`src/rtl/serial_subtractor.sv`:
```
// rtl/serial_subtractor.sv - bit-serial LSB-first W-bit subtractor, optional signed overflow via SERIAL_SUB_OVF_EN
module serial_subtractor #(
  parameter int W = 8
) (
  input  logic         CLK,
  input  logic         RST,
  input  logic         START,
  input  logic [W-1:0] A,
  input  logic [W-1:0] B,
  output logic         BUSY,
  output logic         DONE,
  output logic [W-1:0] D,
  output logic         BOUT
`ifdef SERIAL_SUB_OVF_EN
  ,
  output logic         OVF
`endif
);

  localparam int CW = (W > 1) ? $clog2(W) : 1;

  localparam logic [1:0] S_IDLE = 2'd0;
  localparam logic [1:0] S_RUN  = 2'd1;
  localparam logic [1:0] S_FIN  = 2'd2;

  logic [1:0]    state;
  logic [W-1:0]  sa;
  logic [W-1:0]  sb;
  logic          br;
  logic [CW-1:0] cnt;

  logic          a_bit;
  logic          b_bit;
  logic          d_bit;
  logic          b_nxt;
  logic          last_bit;
  logic [W-1:0]  d_shift;

  // Status flags come straight from the state register.
  assign BUSY = (state == S_RUN);
  assign DONE = (state == S_FIN);

  // One full-subtractor cell plus the next value of the right-shifting result.
  always_comb begin
    a_bit          = sa[0];
    b_bit          = sb[0];
    d_bit          = a_bit ^ b_bit ^ br;
    b_nxt          = (~a_bit & b_bit) | (~(a_bit ^ b_bit) & br);
    last_bit       = (cnt == CW'(W - 1));
    d_shift        = D >> 1;
    d_shift[W-1]   = d_bit;
  end

  // Handshake FSM, operand shift registers, borrow and result registers.
  always_ff @(posedge CLK) begin
    if (RST) begin
      state <= S_IDLE;
      sa    <= '0;
      sb    <= '0;
      br    <= 1'b0;
      cnt   <= '0;
      D     <= '0;
      BOUT  <= 1'b0;
`ifdef SERIAL_SUB_OVF_EN
      OVF   <= 1'b0;
`endif
    end else begin
      case (state)
        S_IDLE: begin
          if (START) begin
            sa    <= A;
            sb    <= B;
            br    <= 1'b0;
            cnt   <= '0;
            state <= S_RUN;
          end
        end
        S_RUN: begin
          D   <= d_shift;
          sa  <= sa >> 1;
          sb  <= sb >> 1;
          br  <= b_nxt;
          cnt <= cnt + 1'b1;
          if (last_bit) begin
            BOUT  <= b_nxt;
`ifdef SERIAL_SUB_OVF_EN
            // Operand signs differ and the result sign differs from the minuend.
            OVF   <= (a_bit ^ b_bit) & (a_bit ^ d_bit);
`endif
            state <= S_FIN;
          end
        end
        S_FIN: begin
          state <= S_IDLE;
        end
        default: begin
          state <= S_IDLE;
        end
      endcase
    end
  end

endmodule
```
`config.mk`:
```
export PLATFORM = sky130hd
export DESIGN_NAME = serial_subtractor
export DESIGN_NICKNAME = d
export VERILOG_FILES = /design/src/rtl/serial_subtractor.sv
export SDC_FILE = /design/constraint.sdc
export NUM_CORES = 1
export LEC_CHECK = 0
export CAP_MARGIN = 25
export CORE_MARGIN = 2
export CORE_UTILIZATION = 45
export DETAILED_ROUTE_END_ITERATION = 12
export PLACE_DENSITY = 0.75
export SYNTH_ARGS = -nofsm -noshare
export SYNTH_HDL_FRONTEND = slang
export SYNTH_SLANG_ARGS = --single-unit
```
`constraint.sdc`:
```
create_clock -name CLK -period 1.5 [get_ports CLK]
set_input_delay 0.225 -clock CLK [delete_from_list [all_inputs] [get_ports CLK]]
set_output_delay 0.225 -clock CLK [all_outputs]
set_load 0.005 [all_outputs]
```
==> run summary, run 1 <==
Die area -> 3469 um2
Die H -> 58.90 um
Hold Startpoint -> D[4]
WP buf/inv -> 1
Max VDD drop -> 0.0005204 V
Final ANT Viol Nets -> 0
Syn avg cell area -> 9.828 um2
Mapped Nets -> 160
Grt ovf -> 0
Kind of critical path -> reg -> out
Area share of the largest cell type after synthesis -> 45.76%
N_diodes -> 0
Worst Setup End Kind -> primary output
Mapped Area -> 1356 um2
Hold WC Path Type -> reg -> reg
Pre-antenna DRT Iters -> 8
Final Skew -> 0.004443 ns
Worst path slowest cell -> clkdlybuf4s50_1
Arrival time of the worst setup path -> 1.20 ns
Largest net degree at the start of global routing -> 32
Clock Latency Late Sink -> 0.33 ns
Vias/cell -> 5.148
Failing checks -> design-rule violations
Fin crit share -> 95.32%
Number of H-tree levels -> 2
Final wirelength -> 2.503 mm
Pre-CTS setup slack -> -0.02517 ns
Io pins -> 30
Power density cells -> 968.3 nW/um2
CORE AREA -> 2805 um2
Most frequent cell after synthesis -> dfxtp_1
Critical Path Max Stage Delay -> 0.51 ns
Worst Max-Slew Pin Slew -> 0.2939 ns
Fillcell total -> 246
R2r setup slk -> 0.15 ns
GR Layer Usage met3 -> 7.473%
Reg2reg path depth -> 5
Crit path time final -> 1.430 ns
Synth area leader -> dfxtp_1
Fmax -> 699.4 MHz
Starting density of the core -> 48.35%
Vias in the first global route -> 1011
Final hold violation count -> 0
Post-synthesis register bit count -> 31
CP Cell Sequence -> clkdlybuf4s50_1
Clk slew on worst S/H paths -> 0.09 ns
Synth warn -> 0
Met2 usage -> 25.87%
Register share of total power -> 52.6%
Leakage power -> 0.6732 nW
Worst r2r src -> state[0]
RSZ-0062 raised after global routing -> no
Number of remaining DRC errors -> 2
GR Layer Usage met1 -> 18.65%
Reg2reg end -> sb[2]
Sequential Area -> 623.1 um2
DP Wirelength -> 1.732 mm
Most common flop cell mapped by yosys -> dfxtp_1
Worst Hold Endpoint -> D[3]
Total track usage -> 16.33%
Final setup fails -> 0
Worst Setup Slack, final -> 0.07018 ns
Top post-synthesis cells by area -> dfxtp_1 (46%), mux2i_1 (11%), a211oi_2 (9.2%)
Post-layout net count -> 193
Setup TNS -> 0 ns
Number of synthesized flops with an enable pin -> 0
Syn Inst Count -> 138
Synth-to-layout area growth -> 29.80%
Routed wire per std cell -> 12.33 um
Status -> finished, violations left
Async S/R FF share, synth -> 0%
Initial DRC Count -> 39
Net switching power -> 0.0004198 W
Setup bufs post-CTS -> 0
Via Count -> 1045
PortBufs -> 29
CTS root buf -> clkbuf_4
Clk sinks -> 31
Combinational power share -> 15.2%
Num rows -> 19
Worst EP required -> 1.27 ns
Final Core Density -> 62.76%
CTS Buffer Depth -> 2
CP startpoint kind -> flip-flop
First-pass GRT wire length -> 4.195 mm
Synth cell count leaders -> dfxtp_1 (31), nor2_1 (19), nand2_1 (16)
Sequential fraction of the synthesis area -> 45.76%
CP top delay family -> buffers and inverters
Die width -> 58.90 um
Antenna violations before repair -> 0
CP max FO -> 3
Netlist cell types -> 27
Switching share of power -> 24.63%
Clock power frac -> 32.2%
Max-Cap Viols -> 0
Layout cell share with drive strength beyond 1 -> 16.28%
CTS tree -> done
P_int -> 0.001285 W
Total CTS buffers -> 5
Hold path cells -> 2
GPL Wtd Cong -> 0.7559
Most used routing layer -> met2
Rel. slew slack -> 80.37%
Hold_buf cts -> 0
Multi-input logic area -> 649.4 um2
Final Max Tran Viols -> 0
final cells by class:
type,count,share of cell area (%)
flip-flops and latches,31,35.39
well taps,31,2.203
inverters,4,0.8529
clock buffers,8,3.909
multi-input cells,93,36.89
repair buffers,36,20.75
worst max path at each step:
stage	to	cells past startpoint	startpoint	slack (ns)
2_1_floorplan	cnt[2]	5	state[1]	0.41
3_3_place_gp	sb[7]	3	START	0.002
3_5_place_dp	sb[4]	5	START	-0.03
4_1_cts	D[2]	1	D[2]	0.05
5_1_grt	D[2]	1	D[2]	0.02
6_report	D[2]	1	D[2]	0.07
power by group through the flow:
stage          logic [W]  clock network [W]  registers (W)
2_1_floorplan   0.000174                  0       0.000908
3_3_place_gp    0.000254                  0       0.000913
3_5_place_dp    0.000261                  0       0.000916
4_1_cts         0.000261           0.000565       0.000897
5_1_grt         0.000284           0.000596       0.000904
6_report        0.000259           0.000549       0.000896
cell families (layout without fill, tap and decap cells):
kind of cell | count (synthesis) | after routing | share of synthesized area (%)
flops | 31 | 31 | 45.76
buf+inv | 14 | 48 | 6.364
compound gates | 34 | 34 | 20.48
simple gates | 41 | 41 | 13.01
fa+ha+maj | 3 | 3 | 3.321
mux | 15 | 15 | 11.07
placed cells by master (no fill, tap or decap), types with 3 or more instances in the layout:
cell type | netlist | routed
clkdlybuf4s50_1 | 0 | 27
nand2_1 | 16 | 16
buf_4 | 0 | 5
a21oi_1 | 11 | 11
a211oi_2 | 10 | 10
clkbuf_4 | 0 | 5
a211oi_1 | 5 | 5
mux2i_1 | 15 | 15
dfxtp_1 | 31 | 29
nor2_1 | 19 | 19
inv_1 | 3 | 3
state kept, by name (all words and copies together), names as in the netlist:
register / flops
D: 8
sa: 8
sb: 8
cnt: 3
state: 2
BOUT: 1
br: 1
routing by layer:
layer / wire length [um] / part of all wire (%) / up-vias
met3: 151 / 6.0 / 5
met1: 1132 / 45 / 473
met4: 56 / 2.2 / 0
li1: - / - / 544
met5: 0 / 0 / -
met2: 1162 / 46 / 23
per-stage QoR:
stage / power [W] / hold WS (ns) / instances / area (um2)
2_1_floorplan: 0.001082 / 0.2971 / 138 / 1356
3_5_place_dp: 0.001177 / 0.4618 / 195 / 1692
4_1_cts: 0.001723 / 0.4744 / 203 / 1760
3_3_place_gp: 0.001167 / 0.4429 / 195 / 1692
5_1_grt: 0.001783 / 0.4803 / 203 / 1760
6_report: 0.001705 / 0.4739 / 203 / 1760
timing repair:
item	in CTS	in global routing
gates resized for setup	4	0
setup endpoints to repair	2	0
endpoints found under the hold margin	0	0
(Power assumes the default switching activity.)
==> run 2, diff against run 1 <==
Settings changed: SKIP_CTS_REPAIR_TIMING from default to 1, SKIP_LAST_GASP from default to 1.
==> run 2 against run 1 <==
  * The run still ends with design-rule violations left
  * Non-clock buffer count unchanged
  * Sequential cell count did not move
  * Total power about the same
  * Combinational power about the same
  * Clock-buffer cell count unchanged
  * Final cell count did not move
  * Die area did not move
  * Largest cell class unchanged
  * Highest routed layer unchanged
==> run summary, run 2 (synthesized netlist as in run 1, its figures left out) <==
Largest registers -> D (8), sa (8), sb (8)
Routed wire per std cell -> 12.35 um
Reg2reg path depth -> 5
Initial DRC Count -> 36
Number of H-tree levels -> 2
Num rows -> 19
Final hold violation count -> 0
Failing checks -> design-rule violations
Hold WC Path Type -> reg -> reg
Worst hold margin -> 0.4739 ns
Hold Startpoint -> D[4]
RSZ-0062 raised after global routing -> no
CTS root buf -> clkbuf_4
Io pins -> 30
Worst r2r src -> state[0]
Dpl cell area -> 1692 um2
Fin area -> 1773 um2
Number of remaining DRC errors -> 2
Arrival time of the worst setup path -> 1.20 ns
WP buf/inv -> 1
Total CTS buffers -> 5
Worst Hold Endpoint -> D[3]
CP startpoint kind -> flip-flop
Worst Max-Slew Pin Slew -> 0.2968 ns
Pre-CTS setup slack -> -0.02517 ns
Starting density of the core -> 48.35%
Vias in the first global route -> 1011
Most common cell after layout, fill and taps aside -> dfxtp_1
Vias/cell -> 5.163
Final ANT Viol Nets -> 0
PortBufs -> 29
Post-layout net count -> 193
Via Count -> 1048
Final setup fails -> 0
Fillcell total -> 243
Worst Setup Slack, final -> 0.07004 ns
N_diodes -> 0
Critical Path Max Stage Delay -> 0.51 ns
Pre-antenna DRT Iters -> 8
Worst Setup End Kind -> primary output
Die width -> 58.90 um
Total track usage -> 16.33%
Max VDD drop -> 0.0005201 V
Antenna violations before repair -> 0
R2r setup slk -> 0.16 ns
Most frequent cells in the layout -> dfxtp_1 (29), clkdlybuf4s50_1 (27), nor2_1 (19)
CP top delay family -> buffers and inverters
CP max FO -> 3
Worst EP required -> 1.27 ns
First-pass GRT wire length -> 4.195 mm
Leakage power -> 0.6972 nW
Hold path cells -> 2
CORE AREA -> 2805 um2
Final Skew -> 0.004526 ns
Crit path time final -> 1.430 ns
CTS Buffer Depth -> 2
Layout cell share with drive strength beyond 1 -> 16.86%
Grt ovf -> 0
Die area -> 3469 um2
Final wirelength -> 2.508 mm
Worst path slowest cell -> clkdlybuf4s50_1
Fin crit share -> 95.33%
Clock Latency Late Sink -> 0.33 ns
Fmax -> 699.3 MHz
Clk sinks -> 31
GPL Wtd Cong -> 0.7559
Die H -> 58.90 um
Status -> finished, violations left
Kind of critical path -> reg -> out
Clk slew on worst S/H paths -> 0.09 ns
Max-Cap Viols -> 0
Final Max Tran Viols -> 0
CP Cell Sequence -> clkdlybuf4s50_1
Synth-to-layout area growth -> 30.72%
DP Wirelength -> 1.732 mm
Largest net degree at the start of global routing -> 32
Power density cells -> 961.5 nW/um2
Rel. slew slack -> 80.17%
CTS tree -> done
Reg2reg end -> sb[2]
run 2: cell types whose count changed in the layout (fill, tap and decap cells not counted), sizes merged:
cell	previous run	this run
dlygate4sd2	2	0
dlymetal6s2s	0	2
run 2: per-layer routing:
layer  vias to the layer above  GRT usage, %  wire (um)
met5                         -             0          0
met4                         0         7.792         57
met3                         5         7.473        151
met2                        23         25.87       1170
met1                       476         18.65       1129
li1                        544             -          -
run 2: final cells by class:
cell class	instances	area [um2]	area share (%)
Multi-Input combinational cell	93	651.9	36.77
Tap cell	31	38.79	2.188
Inverter	4	15.01	0.8469
Timing Repair Buffer	36	372.9	21.03
Clock buffer	8	68.82	3.881
Sequential cell	31	625.6	35.29
run 2: through the flow:
step | util (%) | TNS [ns] | instances | power (W)
after floorplan | - | 0 | 138 | 0.001082
after global routing | 63.20 | 0 | 203 | 0.001784
final | 63.20 | 0 | 203 | 0.001705
after CTS | 62.76 | -0.2947 | 203 | 0.001724
after global placement | 60.30 | 0 | 195 | 0.001167
after detailed placement | 60.30 | -0.09748 | 195 | 0.001177
run 2: power by group:
part | switching, W | total, W | internal (W) | leakage (nW)
combinational | 0.000118 | 0.000259 | 0.000141 | 0.403
clock | 0.000274 | 0.000549 | 0.000275 | 0.0386
sequential | 0.0000277 | 0.000896 | 0.000868 | 0.255
total | 0.000420 | 0.00170 | 0.00128 | 0.697
run 2: worst max-delay path by stage:
| stage | start | end | slack, ns | cells past startpoint |
|---|---|---|---|---|
| 2_1_floorplan | state[1] | cnt[2] | 0.41 | 5 |
| 3_3_place_gp | START | sb[7] | 0.002 | 3 |
| 3_5_place_dp | START | sb[4] | -0.03 | 5 |
| 4_1_cts | state[0] | BUSY | -0.20 | 3 |
| 5_1_grt | D[2] | D[2] | 0.02 | 1 |
| 6_report | D[2] | D[2] | 0.07 | 1 |
==> variant (settings of run 1) <==
The option `SERIAL_SUB_OVF_EN` is turned on by a define.
--- a/src/rtl/serial_subtractor.sv
+++ b/src/rtl/serial_subtractor.sv
@@ -1,4 +1,6 @@
 // rtl/serial_subtractor.sv - bit-serial LSB-first W-bit subtractor, optional signed overflow via SERIAL_SUB_OVF_EN
+`define SERIAL_SUB_OVF_EN
+
 module serial_subtractor #(
   parameter int W = 8
 ) (
Formal check against the unedited RTL (old outputs only; new: OVF): equivalent (Yosys induction, for registers that start in step).
==> variant against run 1 <==
The run ends with negative setup slack left; power rose by 2.1%; die area rose by 5.8%; sequential cell count rose by 1; area after synthesis rose by 6.3%; worst setup slack got worse by 110 ps; maximum frequency fell by 7.2%; cell area rose by 8.4%; wire length rose by 15%; critical endpoint is now OVF; largest cell class unchanged.
==> variant: results (changes against run 1) <==
Outcome: complete, but fails checks
Failing checks: negative setup slack
Area used by sequential logic in the layout: 646.9 um^2 (+3.8%)
Cts repair resizes: 7 (+3)
Top area cells in the synthesized netlist: sky130_fd_sc_hd__dfxtp_1 (44%), sky130_fd_sc_hd__mux2i_1 (9.7%), sky130_fd_sc_hd__a211oi_2 (9.5%)
Count of nets after finishing: 206 (+6.7%)
Clock sink total: 32 (+3.2%)
DP Area: 0.001828 mm^2 (+8.1%)
Setup TNS: -41.41 ps (-41.41 ps)
Type of element capturing the critical path: flop
Mean post-synth cell area: 10.15 um^2 (+3.3%)
I/O Buffers: 30 (+3.4%)
Leakage power of the design: 0.7330 nW (+8.9%)
Total Routing Usage GR: 17.73% (+1.4 points)
Terminating pin of the worst hold path: D[0]
Initial drt markers: 30 (-23%)
Vias per std cell: 5.053 (-1.8%)
Critical Path Start: sa[0]
Crit path DAT: 1810 ps (+610 ps)
Vias in the first global route: 1,108 (+9.6%)
Number of buffers other than clock buffers in the final layout: 44 (+22%)
Hold path start: D[0]
Critical path peak fanout: 2 (-1)
Largest net degree at the start of global routing: 33 (+3.1%)
Final Worst Setup Slack: -41.41 ps (-111.6 ps)
Number of optimization iterations in the first detailed-route pass: 4 (-4)
Worst-margin pin slew: 224.8 ps (-69.08 ps)
Layout Utilization: 62.50% (-0.26 points)
Reg2reg setup slack: -40 ps (-190 ps)
Adder and majority cell fraction of the synthesized area: 3.993% (+0.67 points)
Post-detailed-placement half-perimeter wirelength: 2032 um (+17%)
Fraction of final layout cells sized beyond drive strength 1: 23.37% (+7.1 points)
Peak supply drop: 0.4752 mV (-8.7%)
Vias: 1,152 (+10%)
#MultiIn Comb: 98 (+5.4%)
Number of setup violations in the final report: 1 (+1)
Clock network area share: 3.213% (-0.70 points)
variant: cell types whose count changed in the layout (fill, tap and decap cells not counted), moves of 2 or more:
cell and change:
sky130_fd_sc_hd__nor3_1 -2, sky130_fd_sc_hd__inv_1 -3, sky130_fd_sc_hd__buf_4 +7, sky130_fd_sc_hd__nor2_1 +2, sky130_fd_sc_hd__clkinv_2 +2
variant: worst max-delay path: stages, from the launching register on:
cell and delay, ps:
sky130_fd_sc_hd__dfxtp_2 350, sky130_fd_sc_hd__inv_2 50, sky130_fd_sc_hd__fa_1 500, sky130_fd_sc_hd__xor2_1 160
sky130_fd_sc_hd__or3_1 300, sky130_fd_sc_hd__a21oi_1 130
variant: per-layer routing:
metal / up-vias / track usage (%) / wire length [um]
met2: 25 / 29.80 / 1381
met5: - / 0 / 0
met3: 7 / 6.397 / 153
met1: 535 / 19.74 / 1286
met4: 0 / 9.006 / 57
li1: 585 / - / -
